--- src/rtl/mem_wb_stage_if.sv ---
// MEM->WB stage signal bundle: stage controls and MEM-slot fields in, WB-slot fields out.
// The master side drives the MEM slot; the slave side is the stage register.
interface mem_wb_stage_if;
  logic        stall;
  logic        flush;
  logic        m_valid;
  logic [31:0] m_pc;
  logic [2:0]  m_load_op;
  logic [1:0]  m_addr_lo;
  logic [31:0] m_dm_rdata;
  logic [31:0] m_alu;
  logic [31:0] m_pc8;
  logic [1:0]  m_wb_sel;
  logic        m_we;
  logic [4:0]  m_rd;

  logic        w_valid;
  logic [31:0] w_pc;
  logic        w_we;
  logic [4:0]  w_rd;
  logic [31:0] w_data;
  logic        w_misalign;
  logic [31:0] retire_cnt;

  modport master (
    output stall, flush, m_valid, m_pc, m_load_op, m_addr_lo, m_dm_rdata,
           m_alu, m_pc8, m_wb_sel, m_we, m_rd,
    input  w_valid, w_pc, w_we, w_rd, w_data, w_misalign, retire_cnt
  );

  modport slave (
    input  stall, flush, m_valid, m_pc, m_load_op, m_addr_lo, m_dm_rdata,
           m_alu, m_pc8, m_wb_sel, m_we, m_rd,
    output w_valid, w_pc, w_we, w_rd, w_data, w_misalign, retire_cnt
  );
endinterface

--- src/rtl/mem_wb_stage.sv ---
// MEM/WB pipeline register: load extraction/extension, misalignment check,
// write-back mux and retired-instruction counter. All outputs are flops.
module mem_wb_stage (
  input  logic           clk,
  input  logic           reset,
  mem_wb_stage_if.slave  bus
);

  logic        valid_q    = 1'b0;
  logic [31:0] pc_q       = '0;
  logic        we_q       = 1'b0;
  logic [4:0]  rd_q       = '0;
  logic [31:0] data_q     = '0;
  logic        misalign_q = 1'b0;
  logic [31:0] cnt_q      = '0;

  logic [7:0]  byte_sel;
  logic [15:0] half_sel;
  logic [31:0] load_val;
  logic        load_bad;
  logic        misaligned;
  logic [31:0] data_d;
  logic        we_d;

  always_comb begin
    byte_sel = bus.m_dm_rdata[7:0];
    case (bus.m_addr_lo)
      2'd1:    byte_sel = bus.m_dm_rdata[15:8];
      2'd2:    byte_sel = bus.m_dm_rdata[23:16];
      2'd3:    byte_sel = bus.m_dm_rdata[31:24];
      default: byte_sel = bus.m_dm_rdata[7:0];
    endcase
    half_sel = bus.m_addr_lo[1] ? bus.m_dm_rdata[31:16] : bus.m_dm_rdata[15:0];
  end

  always_comb begin
    load_val = '0;
    load_bad = 1'b0;
    case (bus.m_load_op)
      3'b001: begin
        load_val = bus.m_dm_rdata;
        load_bad = (bus.m_addr_lo != 2'b00);
      end
      3'b010: load_val = {{24{byte_sel[7]}}, byte_sel};
      3'b011: load_val = {24'h0, byte_sel};
      3'b100: begin
        load_val = {{16{half_sel[15]}}, half_sel};
        load_bad = bus.m_addr_lo[0];
      end
      3'b101: begin
        load_val = {16'h0, half_sel};
        load_bad = bus.m_addr_lo[0];
      end
      default: begin
        load_val = '0;
        load_bad = 1'b0;
      end
    endcase
  end

  // A load only matters when write-back actually selects it.
  assign misaligned = (bus.m_wb_sel == 2'b01) && load_bad;

  always_comb begin
    case (bus.m_wb_sel)
      2'b01:   data_d = misaligned ? 32'h0 : load_val;
      2'b10:   data_d = bus.m_pc8;
      default: data_d = bus.m_alu;
    endcase
  end

  assign we_d = bus.m_valid && bus.m_we && (bus.m_rd != 5'd0) && !misaligned;

  always_ff @(posedge clk) begin
    if (reset) begin
      valid_q    <= 1'b0;
      pc_q       <= '0;
      we_q       <= 1'b0;
      rd_q       <= '0;
      data_q     <= '0;
      misalign_q <= 1'b0;
      cnt_q      <= '0;
    end else if (bus.flush) begin
      valid_q    <= 1'b0;
      pc_q       <= '0;
      we_q       <= 1'b0;
      rd_q       <= '0;
      data_q     <= '0;
      misalign_q <= 1'b0;
    end else if (!bus.stall) begin
      valid_q    <= bus.m_valid;
      pc_q       <= bus.m_pc;
      we_q       <= we_d;
      rd_q       <= bus.m_rd;
      data_q     <= data_d;
      misalign_q <= bus.m_valid && misaligned;
      if (bus.m_valid) cnt_q <= cnt_q + 32'd1;
`ifndef SYNTHESIS
      // Same line format as the data-memory store log.
      if (we_d) $display("%d@%h: $%d <= %h", $time, bus.m_pc, bus.m_rd, data_d);
`endif
    end
  end

  assign bus.w_valid    = valid_q;
  assign bus.w_pc       = pc_q;
  assign bus.w_we       = we_q;
  assign bus.w_rd       = rd_q;
  assign bus.w_data     = data_q;
  assign bus.w_misalign = misalign_q;
  assign bus.retire_cnt = cnt_q;

endmodule
--- src/flat_wrapper.sv ---
// flat-port wrapper written by rule: the top's interface ports become plain ports
module mem_wb_stage_flat 
  (clk, reset, bus_stall, bus_flush, bus_m_valid, bus_m_pc, bus_m_load_op, bus_m_addr_lo, bus_m_dm_rdata, bus_m_alu, bus_m_pc8, bus_m_wb_sel, bus_m_we, bus_m_rd, bus_w_valid, bus_w_pc, bus_w_we, bus_w_rd, bus_w_data, bus_w_misalign, bus_retire_cnt);
  mem_wb_stage_if bus_i ();
  input  logic clk;
  input  logic reset;
  input wire logic [$bits(bus_i.stall)-1:0] bus_stall;
  input wire logic [$bits(bus_i.flush)-1:0] bus_flush;
  input wire logic [$bits(bus_i.m_valid)-1:0] bus_m_valid;
  input wire logic [$bits(bus_i.m_pc)-1:0] bus_m_pc;
  input wire logic [$bits(bus_i.m_load_op)-1:0] bus_m_load_op;
  input wire logic [$bits(bus_i.m_addr_lo)-1:0] bus_m_addr_lo;
  input wire logic [$bits(bus_i.m_dm_rdata)-1:0] bus_m_dm_rdata;
  input wire logic [$bits(bus_i.m_alu)-1:0] bus_m_alu;
  input wire logic [$bits(bus_i.m_pc8)-1:0] bus_m_pc8;
  input wire logic [$bits(bus_i.m_wb_sel)-1:0] bus_m_wb_sel;
  input wire logic [$bits(bus_i.m_we)-1:0] bus_m_we;
  input wire logic [$bits(bus_i.m_rd)-1:0] bus_m_rd;
  output wire logic [$bits(bus_i.w_valid)-1:0] bus_w_valid;
  output wire logic [$bits(bus_i.w_pc)-1:0] bus_w_pc;
  output wire logic [$bits(bus_i.w_we)-1:0] bus_w_we;
  output wire logic [$bits(bus_i.w_rd)-1:0] bus_w_rd;
  output wire logic [$bits(bus_i.w_data)-1:0] bus_w_data;
  output wire logic [$bits(bus_i.w_misalign)-1:0] bus_w_misalign;
  output wire logic [$bits(bus_i.retire_cnt)-1:0] bus_retire_cnt;
  assign bus_i.stall = bus_stall;
  assign bus_i.flush = bus_flush;
  assign bus_i.m_valid = bus_m_valid;
  assign bus_i.m_pc = bus_m_pc;
  assign bus_i.m_load_op = bus_m_load_op;
  assign bus_i.m_addr_lo = bus_m_addr_lo;
  assign bus_i.m_dm_rdata = bus_m_dm_rdata;
  assign bus_i.m_alu = bus_m_alu;
  assign bus_i.m_pc8 = bus_m_pc8;
  assign bus_i.m_wb_sel = bus_m_wb_sel;
  assign bus_i.m_we = bus_m_we;
  assign bus_i.m_rd = bus_m_rd;
  assign bus_w_valid = bus_i.w_valid;
  assign bus_w_pc = bus_i.w_pc;
  assign bus_w_we = bus_i.w_we;
  assign bus_w_rd = bus_i.w_rd;
  assign bus_w_data = bus_i.w_data;
  assign bus_w_misalign = bus_i.w_misalign;
  assign bus_retire_cnt = bus_i.retire_cnt;
  mem_wb_stage u_core (.clk(clk), .reset(reset), .bus(bus_i));
endmodule
--- config.mk ---
export PLATFORM = sky130hd
export DESIGN_NAME = mem_wb_stage_flat
export DESIGN_NICKNAME = d
export VERILOG_FILES = /design/src/rtl/mem_wb_stage_if.sv /design/src/rtl/mem_wb_stage.sv /design/src/flat_wrapper.sv
export SDC_FILE = /design/constraint.sdc
export NUM_CORES = 1
export LEC_CHECK = 0
export BUFFER_PORTS_ARGS = -buffer_cell sky130_fd_sc_hd__buf_2
export CAP_MARGIN = 0
export CORE_MARGIN = 4
export CORE_UTILIZATION = 52
export DETAILED_ROUTE_END_ITERATION = 6
export PLACE_DENSITY = 0.87
export SETUP_SLACK_MARGIN = 0.4
export SYNTH_ARGS = -nofsm -noshare
export SYNTH_HDL_FRONTEND = slang
export SYNTH_SLANG_ARGS = --single-unit
--- constraint.sdc ---
create_clock -name clk -period 4.36 [get_ports clk]
set_clock_uncertainty 0.05 [all_clocks]
set_input_delay 0.872 -clock clk [delete_from_list [all_inputs] [get_ports clk]]
set_output_delay 0.872 -clock clk [all_outputs]
set_load 0.05 [all_outputs]
==> impl_metrics.env, run 1 <==
export IMPL_ys_types=54
export IMPL_port_buffers=249
export IMPL_crit_buf_inv=2
export IMPL_syn_area_um2=5700
export IMPL_hp_class="flip-flop to flip-flop"
export IMPL_setup_violations=0
export IMPL_avgSynthCellArea_um2=8.75
export IMPL_crit_type="input port to flip-flop"
export IMPL_drv_cap=0
export IMPL_worst_slew_pin_slew_ps=1100
export IMPL_post_route_util=0.679
export IMPL_cpPeakStageDelay_ps=780
export IMPL_grt_pass1_vias=5740
export IMPL_overflow=0
export IMPL_initial_utilization=0.542
export IMPL_yosysTopAreaCell="dfxtp_1"
export IMPL_dieHeight_um=113
export IMPL_root_buffer="clkbuf_8"
export IMPL_timing_critical_path_cells="buf_2 -> buf_4 -> mux4_2 -> a211oi_4 -> a221oi_1 -> a22o_1"
export IMPL_drtPass1Iterations=5
export IMPL_cts_max_level=3
export IMPL_drive_gt1_frac=0.356
export IMPL_viasPerCell=5.92
export IMPL_outcome="finished clean"
export IMPL_fmax_mhz=346
export IMPL_hpwl_mm=13.8
export IMPL_netlist_top_cells_count="dfxtp_1, nor2_1, a21oi_1, mux2i_1"
export IMPL_track_usage=0.273
export IMPL_period_share=0.662
export IMPL_ctsLongestPathBuffers=2
export IMPL_busiest_layer="met2"
export IMPL_grt_util_met2=0.479
export IMPL_coreArea_um2=10500
export IMPL_cp_max_fo=26
export IMPL_arrival_ps=3090
export IMPL_cp_num_cells=6
export IMPL_fin_crit_ps=2890
export IMPL_wl_mm=18.2
export IMPL_synthTopCellsByArea="dfxtp_1, mux2i_1, nor2_1, a22o_1, a21oi_1"
export IMPL_cts_resized=0
export IMPL_slew_viol_final=0
export IMPL_antennaDiodeCount=0
export IMPL_avgRoutedWirePerCell_um=18.1
export IMPL_remaining_drc_errors=0
export IMPL_clk_pin_slew_ps=90
export IMPL_relSlewSlack=0.267
export IMPL_antenna_left=0
export IMPL_dr_first_iter_drc_count=668
export IMPL_yosys_warnings=0
export IMPL_post_cts_buffers=0
export IMPL_num_vias=5976
export IMPL_nNetsFinal=1018
export IMPL_cts_tree="yes"
export IMPL_ys_flop_type="dfxtp_1"
export IMPL_rsz0062_at_grt="false"
export IMPL_ys_ff_latch=104
export IMPL_holdPathStages=1
export IMPL_use_met1=0.329
export IMPL_grt_pass1_wl_mm=28.6
export IMPL_yosysSeqAreaShare=0.365
export IMPL_gp_congestion=0.892
export IMPL_yosysMostFrequentCell="dfxtp_1"
export IMPL_antenna_found_initial=0
export IMPL_cts_sinks=104
export IMPL_final_setup_tns_ps=0
export IMPL_clk_latency_ps=370
export IMPL_area_growth_pct=25.3
export IMPL_io_pins=250
export IMPL_worstSetupStartpointType="input port"
export IMPL_multi_input_area_um2=3290
export IMPL_syn_nets=800
export IMPL_reg2regPathDepth=5
export IMPL_row_count=37
export IMPL_numCtsBuffers=9
export IMPL_vdd_drop_max_mv=0.157
export IMPL_async_flop_share=0
export IMPL_synth_top_area_share=0.365
export IMPL_grt_use_met3=0.0458
export IMPL_leakage_nw=3.27
export IMPL_critPathTopFamily="compound AO/OA/AOI/OAI gates"
export IMPL_die_area_um2=12700
export IMPL_grt_max_degree=49
export IMPL_p_per_area_nw_per_um2=283
export IMPL_cts_hold_fix_buffers=0
export IMPL_postSynthCellCount=651
export IMPL_critPathSlowestCell="a211oi_4"
export IMPL_hold_viol=0
export IMPL_regArea_um2=2080
export IMPL_fill_cells=858
export IMPL_synth_edf_count=0
export IMPL_cp_end_kind="flip-flop"
export IMPL_die_w_um=113
export IMPL_critical_path_required_ps=4560
where the power goes:
part | switching, W | internal (W) | leakage, nW | total [W]
clock | 0.000354 | 0.000234 | 0.0925 | 0.000588
sequential | 0.0000141 | 0.000973 | 0.843 | 0.000987
combinational | 0.000280 | 0.000164 | 2.34 | 0.000444
total | 0.000648 | 0.00137 | 3.27 | 0.00202
cells by family (layout without fill, tap and decap cells):
group,after synthesis,after routing,synth area share
AOI/OAI and AO/OA,191,191,0.244
and+or+nand+nor,188,188,0.159
DFF,104,104,0.365
buffers and inverters,79,302,0.0573
muxes,64,64,0.134
xor gates and xnor gates,22,22,0.0338
adders and majority gates,3,3,0.00659
flip-flops by register name (all words and copies together), names as in the netlist:
register,flops
u_core.bus.w_rd,5
u_core.bus.w_we,1
u_core.bus.w_data,32
u_core.bus.retire_cnt,32
u_core.bus.w_misalign,1
u_core.bus.w_valid,1
u_core.bus.w_pc,32
per-stage QoR:
| stage | cell area (µm²) | cells | power, W | hold WS [ps] | worst slack [ps] |
|---|---|---|---|---|---|
| floorplan | 5700 | 651 | 0.00130 | 674 | 1880 |
| global placement | 6950 | 994 | 0.00144 | 413 | 1170 |
| detailed placement | 6950 | 994 | 0.00145 | 409 | 1120 |
| CTS | 7140 | 1010 | 0.00203 | 440 | 1520 |
| global route | 7140 | 1010 | 0.00210 | 448 | 1390 |
| finish | 7140 | 1010 | 0.00202 | 442 | 1470 |
worst reg2reg max path: stages, from the launching register on:
cell and delay, ps:
dfxtp_1 490, nand4_1 200, nor4_2 540, nand2_2 140
or3_1 340, mux2_1 310
worst paths after layout:
check / start / end / slack [ps]
max: bus_m_addr_lo[1] / u_core.bus.w_data[22] / 1470
min: u_core.bus.w_data[18] / u_core.bus.w_data[18] / 440
max reg2reg: u_core.bus.retire_cnt[3] / u_core.bus.retire_cnt[26] / 2200
min reg2reg: u_core.bus.w_data[18] / u_core.bus.w_data[18] / 440
metal layers:
metal	up-vias	wire length (µm)
met3	49	1620
met2	335	9110
met5	-	0
met1	2763	7000
li1	2829	-
met4	0	520
cells in the final DEF (no fill, tap or decap), types with 9 or more instances in the layout:
master | netlist | final
a21boi_0 | 16 | 16
a21oi_1 | 42 | 42
a221oi_1 | 13 | 13
a22o_1 | 25 | 25
a22oi_1 | 25 | 25
buf_2 | 9 | 249
clkbuf_8 | 0 | 10
dfxtp_1 | 104 | 104
inv_1 | 29 | 29
mux2_2 | 16 | 16
mux2i_1 | 39 | 39
nand2_1 | 34 | 34
nand3_1 | 13 | 13
nor2_1 | 80 | 80
nor3_1 | 9 | 9
o21ai_0 | 34 | 34
xnor2_1 | 18 | 18
cell type report:
| class | count | share of cell area |
|---|---|---|
| Sequential cell | 104 | 0.292 |
| Inverter | 30 | 0.0158 |
| Clock inverter | 5 | 0.00631 |
| Timing Repair Buffer | 256 | 0.182 |
| Tap cell | 136 | 0.0238 |
| Clock buffer | 11 | 0.0198 |
| Multi-Input combinational cell | 468 | 0.461 |
Note: power is estimated with default switching activity, not from simulation.
==> run 2: changes to the inputs <==
--- a/config.mk
+++ b/config.mk
@@ -8,9 +8,9 @@
 export BUFFER_PORTS_ARGS = -buffer_cell sky130_fd_sc_hd__buf_2
 export CAP_MARGIN = 0
 export CORE_MARGIN = 4
-export CORE_UTILIZATION = 52
+export CORE_UTILIZATION = 48
 export DETAILED_ROUTE_END_ITERATION = 6
-export PLACE_DENSITY = 0.87
+export PLACE_DENSITY = 0.81
 export SETUP_SLACK_MARGIN = 0.4
 export SYNTH_ARGS = -nofsm -noshare
 export SYNTH_HDL_FRONTEND = slang
==> constraint.sdc (replaced) <==
create_clock -name clk -period 2.78 [get_ports clk]
set_clock_uncertainty 0.05 [all_clocks]
set_input_delay 0.556 -clock clk [delete_from_list [all_inputs] [get_ports clk]]
set_output_delay 0.556 -clock clk [all_outputs]
set_load 0.05 [all_outputs]
==> run 2 against run 1 <==
  * Clock power grew 130%
  * Combinational power rose by 62%
  * Cell count increased by 1.7%
  * Utilization down 4.0 points
  * Sequential power grew 57%
  * First-iteration DRC count fell by 15%
  * Cell area rose by 3.1%
  * Worst setup slack worse by 800 ps
  * Non-clock buffer count is 9 higher
  * Largest power group unchanged
  * Wire length increased by 1.6%
==> impl_metrics.env, run 2 (same netlist as run 1, synthesis figures left out) <==
export IMPL_timing_critical_path_cells="nand4_1 -> nor4_2 -> nand2_2 -> or3_1 -> mux2_1"
export IMPL_multi_input_area_um2=3290
export IMPL_p_per_area_nw_per_um2=488
export IMPL_switching_power_w=0.00107
export IMPL_gp_congestion=0.903
export IMPL_port_buffers=249
export IMPL_wl_mm=18.5
export IMPL_die_w_um=117
export IMPL_initial_utilization=0.495
export IMPL_ctsLongestPathBuffers=2
export IMPL_leakage_nw=3.38
export IMPL_critPathSlowestCell="nor4_2"
export IMPL_cpPeakStageDelay_ps=530
export IMPL_numCtsBuffers=9
export IMPL_post_dp_cell_area_um2=7060
export IMPL_relSlewSlack=0.429
export IMPL_period_share=0.758
export IMPL_cts_hold_fix_buffers=0
export IMPL_final_cell_area_um2=7360
export IMPL_area_growth_pct=29.3
export IMPL_crit_buf_inv=0
export IMPL_final_cell_mix="buf_2, dfxtp_1, nor2_1, a21oi_1, mux2i_1"
export IMPL_crit_type="flip-flop to flip-flop"
export IMPL_fmax_mhz=475
export IMPL_cts_tree="yes"
export IMPL_fin_crit_ps=2110
export IMPL_vdd_drop_max_mv=0.455
export IMPL_rsz0062_at_grt="false"
export IMPL_drv_cap=0
export IMPL_cts_sinks=104
export IMPL_die_area_um2=13700
export IMPL_slew_viol_final=0
export IMPL_antenna_found_initial=1
export IMPL_wl_met1_mm=7.36
export IMPL_remaining_drc_errors=0
export IMPL_grt_pass1_vias=5648
export IMPL_grt_pass1_wl_mm=28.1
export IMPL_pwr_share_comb=0.200
export IMPL_dieHeight_um=117
export IMPL_dr_wl_met2_mm=9.23
export IMPL_power_frac_seq=0.431
export IMPL_setup_slack_ps=674
export IMPL_antenna_left=0
export IMPL_nNetsFinal=1027
export IMPL_root_buffer="clkbuf_16"
export IMPL_worst_slew_pin_slew_ps=856
export IMPL_num_vias=5945
export IMPL_fill_cells=1022
export IMPL_critical_path_required_ps=2970
export IMPL_drive_gt1_frac=0.364
export IMPL_row_count=39
export IMPL_final_common_cell="buf_2"
export IMPL_dr_first_iter_drc_count=566
export IMPL_cp_max_fo=7
export IMPL_io_pins=250
export IMPL_outcome="finished clean"
export IMPL_clk_latency_ps=350
export IMPL_cts_resized=0
export IMPL_critPathTopFamily="simple AND/OR/NAND/NOR gates"
export IMPL_hold_viol=0
export IMPL_viasPerCell=5.79
export IMPL_final_setup_tns_ps=0
export IMPL_regArea_um2=2080
export IMPL_overflow=0
export IMPL_dr_max_layer_used="met4"
export IMPL_drtPass1Iterations=5
export IMPL_fin_hold_ws_ps=380
export IMPL_setup_violations=0
export IMPL_worstSetupStartpointType="flip-flop"
export IMPL_power_share_clock=0.369
export IMPL_post_cts_buffers=0
export IMPL_clk_pin_slew_ps=70
export IMPL_track_usage=0.260
export IMPL_cts_max_level=3
export IMPL_hp_class="input port to flip-flop"
export IMPL_avgRoutedWirePerCell_um=18.1
export IMPL_p_sw_frac=0.297
export IMPL_grt_max_degree=63
export IMPL_wl_met3_mm=1.56
export IMPL_cp_end_kind="flip-flop"
export IMPL_p_int_w=0.00253
export IMPL_dp_slack_ps=423
export IMPL_hpwl_mm=13.9
export IMPL_arrival_ps=2290
export IMPL_coreArea_um2=11500
==> run 2: cell types whose count changed in the layout (fill, tap and decap cells not counted), sizes merged <==
cell	before	now
buf	256	265
clkinv	1	3
inv	33	31
bufinv	0	1
clkbuf	11	10
diode	0	1
==> run 2: final cells by class <==
| type | count | area share |
|---|---|---|
| sequential | 104 | 0.283 |
| multi-input combinational | 468 | 0.447 |
| tap | 143 | 0.0243 |
| antenna | 1 | 0.000340 |
| clock inverter | 6 | 0.00917 |
| timing repair buffer | 265 | 0.189 |
| clock buffer | 10 | 0.0324 |
| inverter | 30 | 0.0153 |
==> run 2: worst min-delay path, cell delays in order <==
cell and delay, ps:
buf_2 70, mux2i_1 50, nor2_1 70
==> run 2: power groups by stage <==
stage / Sequential [W] / Clock [W] / Combinational, W
after floorplan: 0.00171 / 0 / 0.000333
after global routing: 0.00155 / 0.00140 / 0.000773
after CTS: 0.00155 / 0.00134 / 0.000711
final: 0.00155 / 0.00133 / 0.000718
after detailed placement: 0.00158 / 0 / 0.000709
after global placement: 0.00158 / 0 / 0.000701
==> run 2: through the flow <==
step	util	instances	total power [W]
final	0.640	1027	0.00359
after global routing	0.640	1027	0.00372
after CTS	0.639	1026	0.00360
after detailed placement	0.613	1010	0.00229
after global placement	0.613	1010	0.00228
after floorplan	-	651	0.00204
==> run 2: routing by layer <==
layer / track usage / vias to the layer above
met1: 0.330 / 2803
met5: 0 / -
li1: - / 2850
met4: 0.0856 / 0
met3: 0.0735 / 29
met2: 0.429 / 263
==> run 2: worst paths after layout <==
path | from | to | slack [ps] | cells past startpoint
worst min register to register | u_core.bus.w_data[18] | u_core.bus.w_data[18] | 430 | 1
worst max register to register | u_core.bus.retire_cnt[3] | u_core.bus.retire_cnt[26] | 670 | 5
worst min-delay path | bus_m_pc[28] | u_core.bus.w_pc[28] | 380 | 3
worst max-delay path | u_core.bus.retire_cnt[3] | u_core.bus.retire_cnt[26] | 670 | 5
